`src/rtl/cpu_ctrl.sv`:
```
// Multi-cycle control FSM for the 8-bit CPU: fetch, operand fetch, execute,
// halt/resume and a memory-wait timeout that aborts to HALT with bus_err.
module cpu_ctrl #(
  parameter int unsigned MEM_TIMEOUT = 16
) (
  input  logic       clk,
  input  logic       reset,
  input  logic [7:0] instr,
  input  logic       mem_ready,
  input  logic       zero_flag,
  input  logic       carry_flag,
  input  logic       run,
  output logic       mem_req,
  output logic       mem_we,
  output logic       addr_sel,
  output logic       ir_load,
  output logic       opnd_load,
  output logic       pc_en,
  output logic       sel_pc,
  output logic       sel_br,
  output logic [2:0] alu_op,
  output logic       acc_we,
  output logic       halted,
  output logic       illegal,
  output logic       bus_err,
  output logic [2:0] state_dbg
);

  typedef enum logic [2:0] {
    S_BOOT    = 3'd0,
    S_FETCH   = 3'd1,
    S_DECODE  = 3'd2,
    S_OPERAND = 3'd3,
    S_EXEC    = 3'd4,
    S_HALT    = 3'd5
  } state_t;

  localparam logic [3:0] OP_NOP   = 4'h0;
  localparam logic [3:0] OP_ALU   = 4'h1;
  localparam logic [3:0] OP_LOAD  = 4'h2;
  localparam logic [3:0] OP_STORE = 4'h3;
  localparam logic [3:0] OP_JMP   = 4'h4;
  localparam logic [3:0] OP_SKZ   = 4'h5;
  localparam logic [3:0] OP_SKC   = 4'h6;
  localparam logic [3:0] OP_HALT  = 4'hF;

  localparam int CW = (MEM_TIMEOUT > 1) ? $clog2(MEM_TIMEOUT) : 1;

  state_t        state, state_n;
  logic [7:0]    ir;
  logic [3:0]    opc;
  logic [CW-1:0] cnt, cnt_n;
  logic          timeout_hit;
  logic          ir_unused;

  assign opc       = ir[7:4];
  assign ir_unused = ir[3];
  assign state_dbg = state;

  // The wait counter only ever needs to reach MEM_TIMEOUT-1: the abort is
  // taken on the edge that ends the MEM_TIMEOUT-th waiting cycle.
  assign timeout_hit = (MEM_TIMEOUT != 0) && mem_req && !mem_ready &&
                       (32'(cnt) == MEM_TIMEOUT - 1);

  always_ff @(posedge clk or negedge reset) begin
    if (!reset) begin
      state   <= S_BOOT;
      ir      <= '0;
      cnt     <= '0;
      bus_err <= 1'b0;
    end else begin
      state <= state_n;
      cnt   <= cnt_n;
      if (ir_load) ir <= instr;
      if (timeout_hit) bus_err <= 1'b1;
      else if (state == S_HALT && run) bus_err <= 1'b0;
    end
  end

  always_comb begin
    state_n = state;
    case (state)
      S_BOOT:  state_n = S_FETCH;
      S_FETCH: if (mem_ready) state_n = S_DECODE;
      S_DECODE: begin
        case (opc)
          OP_ALU:                   state_n = S_EXEC;
          OP_LOAD, OP_STORE, OP_JMP: state_n = S_OPERAND;
          OP_HALT:                  state_n = S_HALT;
          default:                  state_n = S_FETCH;
        endcase
      end
      S_OPERAND: if (mem_ready) state_n = S_EXEC;
      S_EXEC: begin
        if ((opc == OP_LOAD || opc == OP_STORE) && !mem_ready) state_n = S_EXEC;
        else state_n = S_FETCH;
      end
      S_HALT:  if (run) state_n = S_FETCH;
      default: state_n = S_BOOT;
    endcase
    if (timeout_hit) state_n = S_HALT;
  end

  always_comb begin
    if (state_n != state || mem_ready || !mem_req) cnt_n = '0;
    else cnt_n = cnt + CW'(1);
  end

  always_comb begin
    mem_req   = 1'b0;
    mem_we    = 1'b0;
    addr_sel  = 1'b0;
    ir_load   = 1'b0;
    opnd_load = 1'b0;
    pc_en     = 1'b0;
    sel_pc    = 1'b0;
    sel_br    = 1'b0;
    alu_op    = 3'd0;
    acc_we    = 1'b0;
    halted    = 1'b0;
    illegal   = 1'b0;
    case (state)
      S_FETCH: begin
        mem_req = 1'b1;
        ir_load = mem_ready;
        pc_en   = mem_ready;
      end
      S_DECODE: begin
        case (opc)
          OP_SKZ: begin
            pc_en  = zero_flag;
            sel_br = zero_flag;
          end
          OP_SKC: begin
            pc_en  = carry_flag;
            sel_br = carry_flag;
          end
          OP_NOP, OP_ALU, OP_LOAD, OP_STORE, OP_JMP, OP_HALT: ;
          default: illegal = 1'b1;
        endcase
      end
      S_OPERAND: begin
        mem_req   = 1'b1;
        opnd_load = mem_ready;
        pc_en     = mem_ready;
      end
      S_EXEC: begin
        case (opc)
          OP_ALU: begin
            acc_we = 1'b1;
            alu_op = ir[2:0];
          end
          OP_LOAD: begin
            mem_req  = 1'b1;
            addr_sel = 1'b1;
            acc_we   = mem_ready;
          end
          OP_STORE: begin
            mem_req  = 1'b1;
            mem_we   = 1'b1;
            addr_sel = 1'b1;
          end
          OP_JMP: begin
            pc_en  = 1'b1;
            sel_pc = 1'b1;
          end
          default: ;
        endcase
      end
      S_HALT:  halted = 1'b1;
      default: ;
    endcase
  end

endmodule

```
`config.mk`:
```
export PLATFORM = sky130hd
export DESIGN_NAME = cpu_ctrl
export DESIGN_NICKNAME = d
export VERILOG_FILES = /design/src/rtl/cpu_ctrl.sv
export SDC_FILE = /design/constraint.sdc
export NUM_CORES = 1
export LEC_CHECK = 0
export CORE_MARGIN = 2
export CORE_UTILIZATION = 50
export CTS_BUF_LIST = sky130_fd_sc_hd__clkbuf_2
export CTS_CLUSTER_DIAMETER = 120
export DETAILED_ROUTE_END_ITERATION = 10
export PLACE_DENSITY = 0.87
export SYNTH_ARGS = -nofsm -noshare
export SYNTH_HDL_FRONTEND = slang
export SYNTH_SLANG_ARGS = --single-unit
```
`constraint.sdc`:
```
create_clock -name clk -period 2.9 [get_ports clk]
set_input_delay 0.435 -clock clk [delete_from_list [all_inputs] [get_ports clk]]
set_output_delay 0.435 -clock clk [all_outputs]
set_load 0.03 [all_outputs]
```
==> summary.txt, run 1 <==
GRT
  – Largest net degree at the start of global routing: 16
  – Initial antenna violation count: 0
  – Total global-route track usage: 25.41%
  – Overflow after GRT: 0
  – Number of global-route vias before repair: 822
  – First-pass GRT wire length: 3933 um

Clocking
  – CTS sink cnt: 15
  – Clock Latency Late Sink: 290 ps
  – Postcts setup bufs: 0
  – Num CTS Buffers: 3
  – CTS tree: built
  – Post-CTS Hold Buffers: 0
  – H-tree levels: 1
  – Root Buffer: clkbuf_2
  – CTS max path bufs: 2
  – Worst-path clk slew: 150 ps

Drt
  – Final WL: 2414 um
  – DRC violation count after routing: 0
  – Vias per cell: 5.527
  – Post-DRT Antenna Nets: 0
  – Average wire per standard cell: 16.09 um
  – Drt first pass iters: 4
  – Via count: 829
  – Iter 0 DRT Violations: 10

Power
  – Worst vdd ir: 0.6158 mV
  – Overall power: 0.001206 W
  – P per Cell Area: 902.3 mW/mm2
  – Lkg Pwr: 0.6375 nW

STA
  – Setup TNS: 0 ps
  – Clock skew: 10.39 ps
  – Peak Freq: 0.3632 GHz
  – Crit path time final: 2753 ps
  – Smallest setup slack after layout: 146.9 ps
  – Max Transition Viols Final: 0
  – Final Hold Viols: 0
  – RSZ-0062 raised after global routing: false
  – Final period util: 94.93%
  – Worst-margin pin slew: 716.6 ps
  – Setup violators final: 0
  – Worst slew margin: 52.08%

Die
  – Num ports: 32
  – Initial core utilization: 54.46%
  – Die width: 48.07 um
  – Rows: 15
  – CORE AREA: 0.001783 mm2
  – Vert. Die Dim: 48.07 um
  – Die area: 0.002310 mm2

Yosys
  – Yosys top cell area share: 38.66%
  – Async SR Flop Fraction: 100.0%
  – Most common library cells after synthesis: 15 x dfrtp_1, 7 x mux2_1, 6 x and3_1
  – Register area share after synthesis: 38.66%
  – Seq cells post-synth: 15
  – Top-count cell post-synth: dfrtp_1
  – Synth top area cells: dfrtp_1 39%, mux2_1 8.1%, a211oi_2 3.9%
  – Avg Inst Size Synth: 10.67 um2
  – Mapped Cells: 91
  – Syn Nets: 106
  – Synth warn: 0
  – Post-Syn Area: 970.9 um2
  – Post-synth top area cell: dfrtp_1
  – Synth unique cells: 40
  – Primary FF master, synth: dfrtp_1
  – EDFF count, synth: 0

Placed design
  – Placed insts: 146
  – Placer Congestion: 0.7872
  – Post-DP HPWL: 1855 um
  – Worst slack, placed: 385.1 ps
  – # port buffers: 30

Critical path
  – CP Max Fanout: 6
  – Slowest cell on crit path: clkdlybuf4s50_1
  – Startpoint Class: flop
  – CP peak stage delay: 670 ps
  – Required @ worst endpoint: 2470 ps
  – Critical Path AT: 2320 ps
  – CP Capture Type: output pin
  – Kind of critical path: reg2out
  – CP cell instances: and2b_1 > nand2_1 > nor3_2 > and3_1 > clkdlybuf4s50_1

Final layout
  – Area delta synth->final: 37.63%
  – Layout cells sized above 1: 16.00%
  – Nets: 141
  – N_diodes: 0
  – Register area: 375.4 um2
  – Filler Cell Count: 135
  – Finished Layout Cells: 150
  – Area of the multi-input gates: 555.5 um2

Outcome
  – Status: finished clean

Min path
  – Worst Hold Class: reg2reg

Run
  – Max_cap viols: 0
worst max-delay path: cells and delay by family, from the launching register on:
kind                   cells  cell delay (ps)
buffers and inverters      1              670
flip-flops                 1              450
AND/OR/NAND/NOR            4              920
sequential cells by signal (all words and copies together) (netlist names):
register	cells
bus_err	1
cnt	4
ir	7
state_dbg	3
routing by layer:
metal | share of wire [%] | vias up | track usage, %
li1 | - | 403 | -
met1 | 42 | 393 | 34.04
met2 | 51 | 27 | 40.00
met3 | 4.8 | 6 | 4.528
met4 | 2.0 | 0 | 11.35
met5 | 0 | - | 0
power breakdown:
part | internal [W] | leakage (nW) | switching [W] | total, W
logic | 0.000308 | 0.433 | 0.000381 | 0.000688
registers | 0.000287 | 0.188 | 0.000125 | 0.000412
clock network | 0.0000365 | 0.0166 | 0.0000685 | 0.000105
total | 0.000631 | 0.637 | 0.000574 | 0.00121
cells in the final DEF, fill, tap and decap left out, drive strengths merged, types with 3 or more instances in the layout:
cell           instances
nor3                   3
a211oi                 3
clkbuf                 4
nand2b                 3
clkdlybuf4s50         28
mux2                   7
nor2                   6
buf                    4
inv                    5
nand2                  3
dfrtp                 15
and3                   6
cell families (layout without fill, tap and decap cells):
family | after synthesis | count (layout) | share of synthesized area [%]
buf+inv | 9 | 43 | 4.639
fa+ha+maj | 1 | 1 | 1.288
mux | 8 | 8 | 9.150
xor+xnor | 4 | 4 | 3.609
flops | 15 | 15 | 38.66
compound gates | 17 | 17 | 17.40
simple gates | 37 | 37 | 25.26
area by class of cell:
| cell class | count | share of cell area [%] |
|---|---|---|
| multi-input combinational | 67 | 41.57 |
| sequential | 15 | 28.09 |
| timing repair buffer | 34 | 25.09 |
| tap | 25 | 2.341 |
| clock buffer | 4 | 1.498 |
| inverter | 5 | 1.404 |
timing repair:
action                     in CTS  in global routing
gates resized for setup         0                  3
hold endpoints to repair        0                  0
setup endpoints to repair       0                  6
stage by stage:
stage	util [%]	area (um2)	hold slack (ps)
after CTS	74.39	1326	501.0
after global placement	73.26	1306	456.0
final	74.95	1336	492.2
after detailed placement	73.26	1306	477.8
after floorplan	-	970.9	139.4
after global routing	74.95	1336	530.4
path summary, 6_finish.rpt:
path / from / end / slack, ps / cells past startpoint
max: state_dbg[2] / alu_op[2] / 150 / 5
min: cnt[0] / cnt[0] / 490 / 1
max reg2reg: ir[5] / cnt[0] / 1150 / 4
min reg2reg: cnt[0] / cnt[0] / 490 / 1
max in group asynchronous: reset / ir[5] / 1900 / 1
min in group asynchronous: reset / ir[4] / 550 / 1
Power figures use the tool's default switching activity.
==> run 2, diff against run 1 <==
REMOVE_ABC_BUFFERS = 1   (was unset)
==> summary.txt, run 2 (synthesis results as in run 1) <==
Outcome
  – Status: finished clean

Critical path
  – CP peak stage delay: 740 ps
  – CP Max Fanout: 7
  – Levels on crit path: 4
  – FF-to-FF path depth: 4
  – Startpoint Class: flop
  – CP cell instances: and2b_2 > nand2_1 > nor4_1 > clkdlybuf4s50_1
  – Worst Path Buf+Inv: 1
  – Top Family by Delay on Critical Path: simple AND/OR/NAND/NOR gates
  – Required @ worst endpoint: 2470 ps
  – Critical Path AT: 2360 ps
  – CP Capture Type: output pin
  – Kind of critical path: reg2out
  – Slowest cell on crit path: clkdlybuf4s50_1

Drt
  – Vias per cell: 5.412
  – Post-DRT Antenna Nets: 0
  – DRC violation count after routing: 0
  – Average wire per standard cell: 14.03 um
  – Drt first pass iters: 4
  – Via count: 801
  – Final WL: 2077 um
  – Iter 0 DRT Violations: 12

Final layout
  – Commonest non-fill, non-tap cell in the layout: clkdlybuf4s50_1
  – Area delta synth->final: 35.95%
  – Most frequent cells in the layout: 29 x clkdlybuf4s50_1, 15 x dfrtp_1, 7 x mux2_1
  – Post-route cell area: 0.001320 mm2
  – Layout cells sized above 1: 15.45%
  – Core Util, Final: 74.04%
  – Filler Cell Count: 126
  – N_diodes: 0
  – Nets: 139
  – Biggest register: ir
  – Max FFs per register: 7

Power
  – Overall power: 0.001177 W
  – Worst vdd ir: 0.5929 mV
  – P per Cell Area: 891.5 mW/mm2
  – Lkg Pwr: 0.6082 nW

STA
  – Final period util: 96.51%
  – Worst-margin pin slew: 659.6 ps
  – Peak Freq: 0.3573 GHz
  – Setup violators final: 0
  – Worst slew margin: 55.89%
  – Final Hold Viols: 0
  – Worst hold slack: 487.6 ps
  – Max Transition Viols Final: 0
  – Crit path time final: 2799 ps
  – Clock skew: 14.42 ps

Clocking
  – CTS max path bufs: 2
  – CTS tree: built
  – CTS sink cnt: 15
  – Num CTS Buffers: 3
  – H-tree levels: 1
  – Worst-path clk slew: 130 ps
  – Postcts setup bufs: 0
  – Clock Latency Late Sink: 280 ps
  – Root Buffer: clkbuf_2

Placed design
  – Placer Congestion: 0.7488
  – # port buffers: 30
  – Post-DP HPWL: 1648 um
  – Cell Area, Placed: 0.001291 mm2

Die
  – Die area: 0.002310 mm2
  – Rows: 15
  – Vert. Die Dim: 48.07 um
  – Die width: 48.07 um
  – CORE AREA: 0.001783 mm2
  – Initial core utilization: 54.46%
  – Num ports: 32

GRT
  – GRT met2 Usage: 33.60%
  – GR peak layer: met2
  – Routing usage on met1: 27.90%
  – First-pass GRT wire length: 3236 um
  – Largest net degree at the start of global routing: 16
  – Total global-route track usage: 21.04%
  – Number of global-route vias before repair: 755
  – Routing usage on met3: 3.396%
  – Initial antenna violation count: 0
  – Overflow after GRT: 0

Run
  – Max_cap viols: 0

Min path
  – Worst Hold Class: reg2reg
  – Hold Path Depth: 1
run 2: timing repair:
action / CTS / global route
resized for setup: 1 / 2
setup endpoints to repair: 6 / 6
hold buffers: 0 / 0
cloned: 0 / 0
run 2: path summary, 6_finish.rpt:
kind / startpoint / slack (ps) / endpoint
min in group asynchronous: reset / 540 / ir[5]
worst max-delay path: state_dbg[1] / 100 / sel_pc
worst max register to register: ir[7] / 1150 / cnt[0]
max in group asynchronous: reset / 1930 / state_dbg[1]
worst min register to register: cnt[0] / 490 / cnt[0]
worst min-delay path: cnt[0] / 490 / cnt[0]
run 2: through the flow:
| stage | TNS [ps] | setup slack [ps] | std cells |
|---|---|---|---|
| 2_1_floorplan | 0 | 22.80 | 87 |
| 3_3_place_gp | 0 | 306.9 | 144 |
| 3_5_place_dp | 0 | 273.0 | 144 |
| 4_1_cts | 0 | 16.63 | 148 |
| 5_1_grt | -22.26 | -11.10 | 148 |
| 6_report | 0 | 101.2 | 148 |
run 2: area by class of cell:
| cell class | count | area (um2) | share of cell area (%) |
|---|---|---|---|
| Multi-Input combinational cell | 67 | 556.8 | 42.18 |
| Sequential cell | 15 | 375.4 | 28.44 |
| Timing Repair Buffer | 32 | 317.8 | 24.08 |
| Tap cell | 25 | 31.28 | 2.370 |
| Inverter | 5 | 18.77 | 1.422 |
| Clock buffer | 3 | 15.01 | 1.137 |
| Clock inverter | 1 | 5.005 | 0.3791 |
run 2: power by group:
group	leakage (nW)	internal (W)	total, W	switching (W)
clock network	0.0164	0.0000312	0.0000952	0.0000640
logic	0.403	0.000300	0.000658	0.000358
registers	0.188	0.000287	0.000423	0.000136
run 2: routing by layer:
layer  vias up  part of all wire, %
met3         2                  2.5
li1        399                    -
met1       386                   45
met2        14                   51
met4         0                 0.87
met5         -                    0
